[src/rtl/game_round_timer.sv]
// Round countdown timer: arms on startGame, counts GAME_SECONDS of synchronized 1Hz ticks, pulses timer_expired.
// Optional low-time blink output `warn` is built only when GAME_TIMER_WARN_EN is defined.
module game_round_timer #(
  parameter int GAME_SECONDS = 30,
  parameter int WARN_SECONDS = 5
) (
  input  logic       clkIn,
  input  logic       reset,
  input  logic       incrementClk,
  input  logic       startGame,
  input  logic       game_active,
  output logic       timer_expired,
  output logic       running,
  output logic [5:0] seconds_left,
  output logic [3:0] secs_tens,
  output logic [3:0] secs_ones,
`ifdef GAME_TIMER_WARN_EN
  output logic       warn,
`endif
  output logic [1:0] fsm_state
);

  typedef enum logic [1:0] {
    IDLE = 2'd0,
    RUN  = 2'd1,
    DONE = 2'd2
  } state_t;

  localparam logic [5:0] LOAD_SECS = 6'(GAME_SECONDS);
  localparam logic [3:0] LOAD_TENS = 4'(GAME_SECONDS / 10);
  localparam logic [3:0] LOAD_ONES = 4'(GAME_SECONDS % 10);

  state_t state;
  state_t state_next;
  logic   sync_1;
  logic   sync_2;
  logic   sync_2_d;
  logic   tick;
  logic   load;
  logic   dec;
  logic   expire_next;

  // incrementClk is data here: two-flop synchronizer, then rising-edge detect
  always_ff @(posedge clkIn or negedge reset) begin
    if (!reset) begin
      sync_1   <= 1'b0;
      sync_2   <= 1'b0;
      sync_2_d <= 1'b0;
    end else begin
      sync_1   <= incrementClk;
      sync_2   <= sync_1;
      sync_2_d <= sync_2;
    end
  end

  assign tick = sync_2 & ~sync_2_d;

  always_ff @(posedge clkIn or negedge reset) begin
    if (!reset) begin
      state <= IDLE;
    end else begin
      state <= state_next;
    end
  end

  always_comb begin
    state_next = state;
    case (state)
      IDLE: if (startGame) state_next = RUN;
      RUN: begin
        if (!game_active) begin
          state_next = IDLE;
        end else if (tick && (seconds_left == 6'd1)) begin
          state_next = DONE;
        end
      end
      DONE: if (startGame) state_next = RUN;
      default: state_next = IDLE;
    endcase
  end

  // Abort outranks a tick landing in the same cycle
  always_comb begin
    load        = 1'b0;
    dec         = 1'b0;
    expire_next = 1'b0;
    case (state)
      IDLE: load = startGame;
      RUN: begin
        if (!game_active) begin
          load = 1'b1;
        end else if (tick) begin
          dec         = 1'b1;
          expire_next = (seconds_left == 6'd1);
        end
      end
      DONE: load = startGame;
      default: load = 1'b1;
    endcase
  end

  // Binary and BCD counters move together so the digits never disagree
  always_ff @(posedge clkIn or negedge reset) begin
    if (!reset) begin
      seconds_left  <= LOAD_SECS;
      secs_tens     <= LOAD_TENS;
      secs_ones     <= LOAD_ONES;
      timer_expired <= 1'b0;
    end else begin
      timer_expired <= expire_next;
      if (load) begin
        seconds_left <= LOAD_SECS;
        secs_tens    <= LOAD_TENS;
        secs_ones    <= LOAD_ONES;
      end else if (dec) begin
        seconds_left <= seconds_left - 6'd1;
        if (secs_ones == 4'd0) begin
          secs_ones <= 4'd9;
          secs_tens <= secs_tens - 4'd1;
        end else begin
          secs_ones <= secs_ones - 4'd1;
        end
      end
    end
  end

`ifdef GAME_TIMER_WARN_EN
  always_ff @(posedge clkIn or negedge reset) begin
    if (!reset) begin
      warn <= 1'b0;
    end else begin
      warn <= (state == RUN) && (seconds_left <= 6'(WARN_SECONDS)) && sync_2;
    end
  end
`endif

  assign running   = (state == RUN);
  assign fsm_state = state;

endmodule

[config.mk]
export PLATFORM = sky130hd
export DESIGN_NAME = game_round_timer
export DESIGN_NICKNAME = d
export VERILOG_FILES = /design/src/rtl/game_round_timer.sv
export SDC_FILE = /design/constraint.sdc
export NUM_CORES = 1
export LEC_CHECK = 0
export BUFFER_PORTS_ARGS = -buffer_cell sky130_fd_sc_hd__buf_2
export CAP_MARGIN = 20
export CORE_MARGIN = 3
export CORE_UTILIZATION = 52
export DETAILED_ROUTE_END_ITERATION = 6
export GPL_TIMING_DRIVEN = 0
export PLACE_DENSITY = 0.76
export SYNTH_ARGS = -nofsm -noshare
export SYNTH_HDL_FRONTEND = slang
export SYNTH_SLANG_ARGS = --single-unit
[constraint.sdc]
create_clock -name clkIn -period 2.3 [get_ports clkIn]
set_input_delay 0.575 -clock clkIn [delete_from_list [all_inputs] [get_ports clkIn]]
set_output_delay 0.575 -clock clkIn [all_outputs]
set_load 0.02 [all_outputs]
==> run summary, run 1 <==
RUN STATUS
--------------------------------------------------------------------------------------
Run status .............................................................. finished, final reports clean

TIMING
--------------------------------------------------------------------------------------
Largest clock skew in the final design ..................................   0.00953 ns
Number of max-slew violations in the final report .......................            0
Minimum setup slack in the final design .................................     0.327 ns
Unrepaired setup endpoints after global routing .........................        false
F_max ...................................................................      507 MHz
Final count of negative-setup-slack endpoints ...........................            0
Hold violation count in the final report ................................            0
Minimum clock period ....................................................      1.97 ns
Setup TNS Final .........................................................         0 ns
Final critical-path share of the clock period ...........................        0.858
Worst Max-Slew Pin Slew .................................................     0.828 ns
Relative slew slack .....................................................        0.440

GRT
--------------------------------------------------------------------------------------
Remaining global-route overflow .........................................            0
Largest net degree at the start of global routing .......................           21
Initial antenna violation count .........................................            0
Wire length of the first global-routing pass ............................      3880 um
GRT Overall Usage .......................................................        0.194
Number of global-route vias before repair ...............................          837

YOSYS
--------------------------------------------------------------------------------------
Commonest register cell after synthesis .................................      dfrtp_1
Synthesized flop and latch total ........................................           20
Number of flops mapped to enable cells by yosys .........................            0
Cells after synthesis ...................................................          106
Post-synth top area cell ................................................      dfrtp_1
Mean area per synthesized cell ..........................................     10.1 um2
Most instantiated library cell after synthesis ..........................      dfrtp_1
Sequential area share after synthesis ...................................        0.473
Fraction of registers with async set or reset after synthesis ...........         1.00
Fraction of synthesized cell area taken by the top area cell type .......        0.326
Post-synth cell types ...................................................           36
Number of nets in the synthesized netlist ...............................          116
Top post-synthesis cells by count ....................................... dfrtp_1, o21ai_0, inv_1
Area contributors post-synth ............................................ dfrtp_1, dfstp_2, ha_1
Number of warning messages in the yosys log .............................            0
Area of the mapped netlist ..............................................     1070 um2

FINAL LAYOUT
--------------------------------------------------------------------------------------
N_diodes ................................................................            0
Area growth, synth to finish ............................................        15.3%
Fraction of layout cells with a size suffix above 1 .....................        0.267
Count of nets after finishing ...........................................          143
Core Util, Final ........................................................        0.673
Count of filler cells inserted in the layout ............................          169
Total non-filler cell area in the finished layout .......................     1240 um2

CRITICAL PATH
--------------------------------------------------------------------------------------
Arrival time worst endpoint .............................................      2.19 ns
Crit path largest cell delay ............................................      0.74 ns
Category of the worst setup path capture point ..........................         flop
List of cells traversed by the critical path ............................ inv_1 > ha_1 > nor4bb_1 > nand3_1 > mux2i_1
Buf/Inv on CP ...........................................................            1
Max FO, Critical Path ...................................................            6
Crit Reg-Reg Startpoint ................................................. secs_ones[0]
CP Class ................................................................      reg2reg
CP Launch Type ..........................................................         flop
R2R Path End ............................................................ secs_tens[3]
Gate family responsible for the most delay along the worst path ......... simple AND/OR/NAND/NOR gates
Setup slack of the most critical reg-to-reg path ........................      0.33 ns
Worst Reg-to-Reg Cells ..................................................            5
Crit. Startpoint ........................................................ secs_ones[0]
Required time at the endpoint of the critical path ......................      2.52 ns
CP Depth ................................................................            5
Crit path max-delay cell type ...........................................     nor4bb_1
Capture point of the worst path ......................................... secs_tens[3]

CTS
--------------------------------------------------------------------------------------
Clock slew at the register clock pins of the worst setup and hold paths .      0.11 ns
Number of gates resized after CTS .......................................            0
H-tree Lvls .............................................................            1
Clk root buf ............................................................     clkbuf_4
Number of sinks driven by the clock tree ................................           20
Num CTS Buffers .........................................................            3
Total of hold buffers inserted after clock tree synthesis ...............            0
Maximum number of buffers from clock root to sink .......................            2
TritonCTS clock tree ....................................................        built
Skew-Pair Late Insertion Delay ..........................................      0.30 ns
Post-CTS setup buffer count .............................................            0

FLOORPLANNING
--------------------------------------------------------------------------------------
Number of standard-cell rows in the floorplan ...........................           15
Horizontal die dimension ................................................      51.5 um
Area of the die .........................................................     2650 um2
Initial standard-cell utilization of the core ...........................        0.584
Num ports ...............................................................           23
Die height ..............................................................      51.5 um
Area of the core ........................................................     1840 um2

DRT
--------------------------------------------------------------------------------------
Initial DRT Pass Iterations .............................................            4
Via density .............................................................         5.90
DRT Wirelength ..........................................................      2210 um
Vias after detailed routing .............................................          920
Remaining antenna violation count after routing .........................            0
Number of design rule violations left after detail routing ..............            0
Number of DRC violations after detailed-routing iteration 0 .............           15
Wire length per cell after detailed routing .............................      14.2 um

PLACEMENT
--------------------------------------------------------------------------------------
Gp weighted congestion ..................................................        0.776
Post-detailed-placement cell area .......................................     1220 um2
Pre-CTS worst setup slack ...............................................     0.349 ns
Number of I/O port buffers ..............................................           22
Final HPWL DP ...........................................................      1700 um

RUN
--------------------------------------------------------------------------------------
Count of maximum capacitance violations .................................            0

POWER AND IR DROP
--------------------------------------------------------------------------------------
Pwr dens ................................................................   536 nW/um2
Worst voltage drop across the vdd grid ..................................     0.364 mV
Leak pwr ................................................................     0.580 nW

WORST HOLD PATH
--------------------------------------------------------------------------------------
Hold Path Class .........................................................     in2async

## through the flow
step                      hold slack [ns]  power, mW  cells
after floorplan                     0.279      0.462    106
after global placement              0.334      0.502    153
after detailed placement            0.340      0.506    153
after CTS                           0.208      0.667    156
after global routing                0.223      0.693    156
final                               0.190      0.664    156
## where the power goes
part	total (mW)	switching (mW)	internal, mW
Sequential	0.377	0.0114	0.366
Combinational	0.122	0.0809	0.0410
Clock	0.165	0.104	0.0611
Total	0.664	0.197	0.468
## metal layers
metal  routed length, um  global-route usage
met5                   0                   0
met1                1040               0.282
met3                  97              0.0292
met4                  50              0.0655
met2                1030               0.292
## how the worst min path moves through the flow
stage / from / to / slack [ns] / cells past startpoint
final: reset / timer_expired / 0.19 / 1
after global routing: reset / timer_expired / 0.22 / 1
after CTS: reset / timer_expired / 0.21 / 1
after detailed placement: sync_1 / sync_2 / 0.34 / 0
after global placement: sync_1 / sync_2 / 0.33 / 0
after floorplan: reset / fsm_state[0] / 0.28 / 0
## final cells by class
class	instances	area, um2	share of cell area
clock buffer	3	22.5	0.0182
timing repair buffer	22	110	0.0889
sequential	20	508	0.410
buffer	2	8.76	0.00707
multi-input combinational	74	520	0.420
tap	25	31.3	0.0253
inverter	10	37.5	0.0303
## flip-flops by register name (all words and copies together) (netlist names)
signal,flops
seconds_left,6
secs_ones,4
secs_tens,4
fsm_state,2
sync_1,1
sync_2,1
sync_2_d,1
timer_expired,1
## cells by family (layout without fill, tap and decap cells)
group                    count (synthesis)  after routing  synth area share
flip-flops                              20             20             0.473
AND/OR/NAND/NOR                         38             38             0.243
buffers and inverters                   12             37            0.0431
multiplexers                             2              2            0.0186
adder cells (fa/ha/maj)                  5              5            0.0582
AO/OA/AOI/OAI                           29             29             0.164
## cells in the final DEF (no fill, tap or decap)
cell | Yosys | routed
a41o_1 | 1 | 1
and4_1 | 1 | 1
or4_1 | 1 | 1
or4b_4 | 1 | 1
o21bai_1 | 2 | 2
dfstp_2 | 6 | 6
dfrtp_1 | 14 | 14
nor4bb_1 | 2 | 2
o32ai_1 | 1 | 1
and3b_1 | 1 | 1
mux2i_1 | 2 | 2
o21a_1 | 1 | 1
nand3b_1 | 3 | 3
and2_1 | 1 | 1
inv_1 | 10 | 10
buf_2 | 1 | 23
nor2_1 | 6 | 6
o41ai_1 | 2 | 2
clkbuf_4 | 0 | 3
and3_1 | 2 | 2
or4b_1 | 3 | 3
a21oi_1 | 7 | 7
nand2_1 | 1 | 1
o22ai_1 | 1 | 1
nand2b_1 | 1 | 1
ha_1 | 5 | 5
nand3_1 | 5 | 5
clkbuf_1 | 1 | 1
nand4b_1 | 2 | 2
a31oi_1 | 1 | 1
nor3_1 | 3 | 3
nor2b_1 | 2 | 2
or3b_2 | 2 | 2
nand4bb_1 | 1 | 1
a211oi_1 | 1 | 1
o21ai_0 | 11 | 11
o31ai_1 | 1 | 1
(Power assumes the default switching activity.)
==> run 2: changes to the inputs <==
ABC_AREA = 0   (was unset)
ABC_CLOCK_PERIOD_IN_PS = 2300   (was unset)
REMOVE_ABC_BUFFERS = 1   (was unset)
==> run 2 against run 1 <==
  * Sequential share of layout area up 0.29 points
  * Register-to-register slack improved by 0.03 ns
  * Hold slack improved by 0.023 ns
  * Clock power decreased by 5%
  * Power decreased by 1.8%
  * Worst setup slack improved by 0.034 ns
  * Largest cell class unchanged
  * Core utilization fell by 0.48 points
  * Final area shrank 0.71%
  * Critical endpoint unchanged
  * Die area unchanged
  * Clock skew fell by 0.0066 ns
  * Maximum frequency increased by 1.8%
==> run summary, run 2 (synthesis gave the netlist of run 1 again) <==
TIMING
--------------------------------------------------------------------------------------
Final critical-path share of the clock period ...........................        0.843
Number of max-slew violations in the final report .......................            0
Hold violation count in the final report ................................            0
F_max ...................................................................      516 MHz
Final count of negative-setup-slack endpoints ...........................            0
Worst Max-Slew Pin Slew .................................................     0.827 ns
Largest clock skew in the final design ..................................   0.00294 ns
Unrepaired setup endpoints after global routing .........................        false
Relative slew slack .....................................................        0.441
Setup TNS Final .........................................................         0 ns
Post-route worst hold slack .............................................     0.214 ns
Minimum clock period ....................................................      1.94 ns

GRT
--------------------------------------------------------------------------------------
Initial antenna violation count .........................................            0
GRT Overall Usage .......................................................        0.183
Number of global-route vias before repair ...............................          825
Largest net degree at the start of global routing .......................           21
Remaining global-route overflow .........................................            0
Wire length of the first global-routing pass ............................      3670 um

DRT
--------------------------------------------------------------------------------------
Routed wl met3 ..........................................................        87 um
Wire length per cell after detailed routing .............................      14.5 um
Remaining antenna violation count after routing .........................            0
Vias after detailed routing .............................................          890
DRT Wirelength ..........................................................      2230 um
Via density .............................................................         5.78
Number of design rule violations left after detail routing ..............            0
Top routing layer in use ................................................         met4
Number of DRC violations after detailed-routing iteration 0 .............           12
Met1 wire length ........................................................      1060 um
Total met2 wirelength after detailed routing ............................      1070 um
Initial DRT Pass Iterations .............................................            4

CTS
--------------------------------------------------------------------------------------
Number of gates resized after CTS .......................................            0
Maximum number of buffers from clock root to sink .......................            2
H-tree Lvls .............................................................            1
Post-CTS setup buffer count .............................................            0
Num CTS Buffers .........................................................            3
Clk root buf ............................................................     clkbuf_4
Total of hold buffers inserted after clock tree synthesis ...............            0
Clock slew at the register clock pins of the worst setup and hold paths .      0.10 ns
Skew-Pair Late Insertion Delay ..........................................      0.29 ns
TritonCTS clock tree ....................................................        built
Number of sinks driven by the clock tree ................................           20

FLOORPLANNING
--------------------------------------------------------------------------------------
Area of the core ........................................................     1840 um2
Number of standard-cell rows in the floorplan ...........................           15
Horizontal die dimension ................................................      51.5 um
Num ports ...............................................................           23
Initial standard-cell utilization of the core ...........................        0.584
Area of the die .........................................................     2650 um2
Die height ..............................................................      51.5 um

FINAL LAYOUT
--------------------------------------------------------------------------------------
Final standard cell count with taps included and fillers excluded .......          154
Total non-filler cell area in the finished layout .......................     1230 um2
Registers with the most flip-flops ...................................... seconds_left x6, secs_ones x4, secs_tens x4
Commonest non-fill, non-tap cell in the layout ..........................        buf_2
Fraction of layout cells with a size suffix above 1 .....................        0.264
Register with the highest flop count .................................... seconds_left
Flip-flop count of the largest register, all copies and words added .....            6
Count of nets after finishing ...........................................          141
Area growth, synth to finish ............................................        14.4%
Most used cells in the layout excluding fill and tap cells .............. buf_2, dfrtp_1, o21ai_0, inv_1, a21oi_1
N_diodes ................................................................            0

POWER AND IR DROP
--------------------------------------------------------------------------------------
Overall power ...........................................................     0.653 mW
Worst voltage drop across the vdd grid ..................................     0.354 mV
Pwr dens ................................................................   531 nW/um2
Leak pwr ................................................................     0.574 nW

CRITICAL PATH
--------------------------------------------------------------------------------------
Crit Reg-Reg Startpoint ................................................. secs_ones[0]
Setup slack of the most critical reg-to-reg path ........................      0.36 ns
Max FO, Critical Path ...................................................            6
Arrival time worst endpoint .............................................      2.11 ns
Required time at the endpoint of the critical path ......................      2.47 ns
CP Class ................................................................      reg2reg
Worst Reg-to-Reg Cells ..................................................            5
Category of the worst setup path capture point ..........................         flop
R2R Path End ............................................................ secs_tens[3]
CP Launch Type ..........................................................         flop

PLACEMENT
--------------------------------------------------------------------------------------
Gp weighted congestion ..................................................        0.805
Final HPWL DP ...........................................................      1640 um
Number of I/O port buffers ..............................................           22
Placed Instances ........................................................          151
Post-detailed-placement cell area .......................................     1210 um2

WORST HOLD PATH
--------------------------------------------------------------------------------------
Hold Path Class .........................................................     in2async

RUN
--------------------------------------------------------------------------------------
Count of maximum capacitance violations .................................            0

RUN STATUS
--------------------------------------------------------------------------------------
Run status .............................................................. finished, final reports clean

==> run 2: area by class of cell <==
cell class / count / area, um2
Timing Repair Buffer: 22 / 110
Multi-Input combinational cell: 74 / 520
Clock buffer: 3 / 22.5
Tap cell: 25 / 31.3
Fill cell: 163 / 609
Sequential cell: 20 / 508
Inverter: 10 / 37.5
==> run 2: report_power, final <==
part           total (mW)  switching [mW]  internal (mW)  leakage, nW
logic               0.113          0.0749         0.0382        0.312
clock network       0.157          0.0966         0.0608       0.0138
registers           0.382          0.0166          0.366        0.249
==> run 2: worst max-delay path by stage <==
stage | start | end | slack, ns | cells after the start
3_3_place_gp | secs_ones[0] | secs_tens[3] | 0.44 | 5
2_1_floorplan | secs_ones[0] | secs_tens[3] | 0.58 | 5
5_1_grt | secs_ones[0] | secs_tens[3] | 0.24 | 5
4_1_cts | secs_ones[0] | secs_tens[3] | 0.38 | 5
6_report | secs_ones[0] | secs_tens[3] | 0.36 | 5
3_5_place_dp | secs_ones[0] | secs_tens[3] | 0.39 | 5
==> run 2: per-stage QoR <==
stage | util | worst slack (ns)
detailed placement | 0.656 | 0.389
CTS | 0.669 | 0.378
finish | 0.669 | 0.362
global placement | 0.656 | 0.439
global route | 0.669 | 0.242
floorplan | - | 0.581
==> run 2: per-layer routing <==
metal	vias to the layer above	track usage
li1	447	-
met3	2	0.0262
met5	-	0
met4	0	0.0524
met1	424	0.253
met2	17	0.299
==> run 2: worst max-delay path, cell delays in order (launching register included) <==
cell and delay, ns:
dfrtp_1 0.43, inv_1 0.12, ha_1 0.19, nor4bb_1 0.74
nand3_1 0.19, mux2i_1 0.17
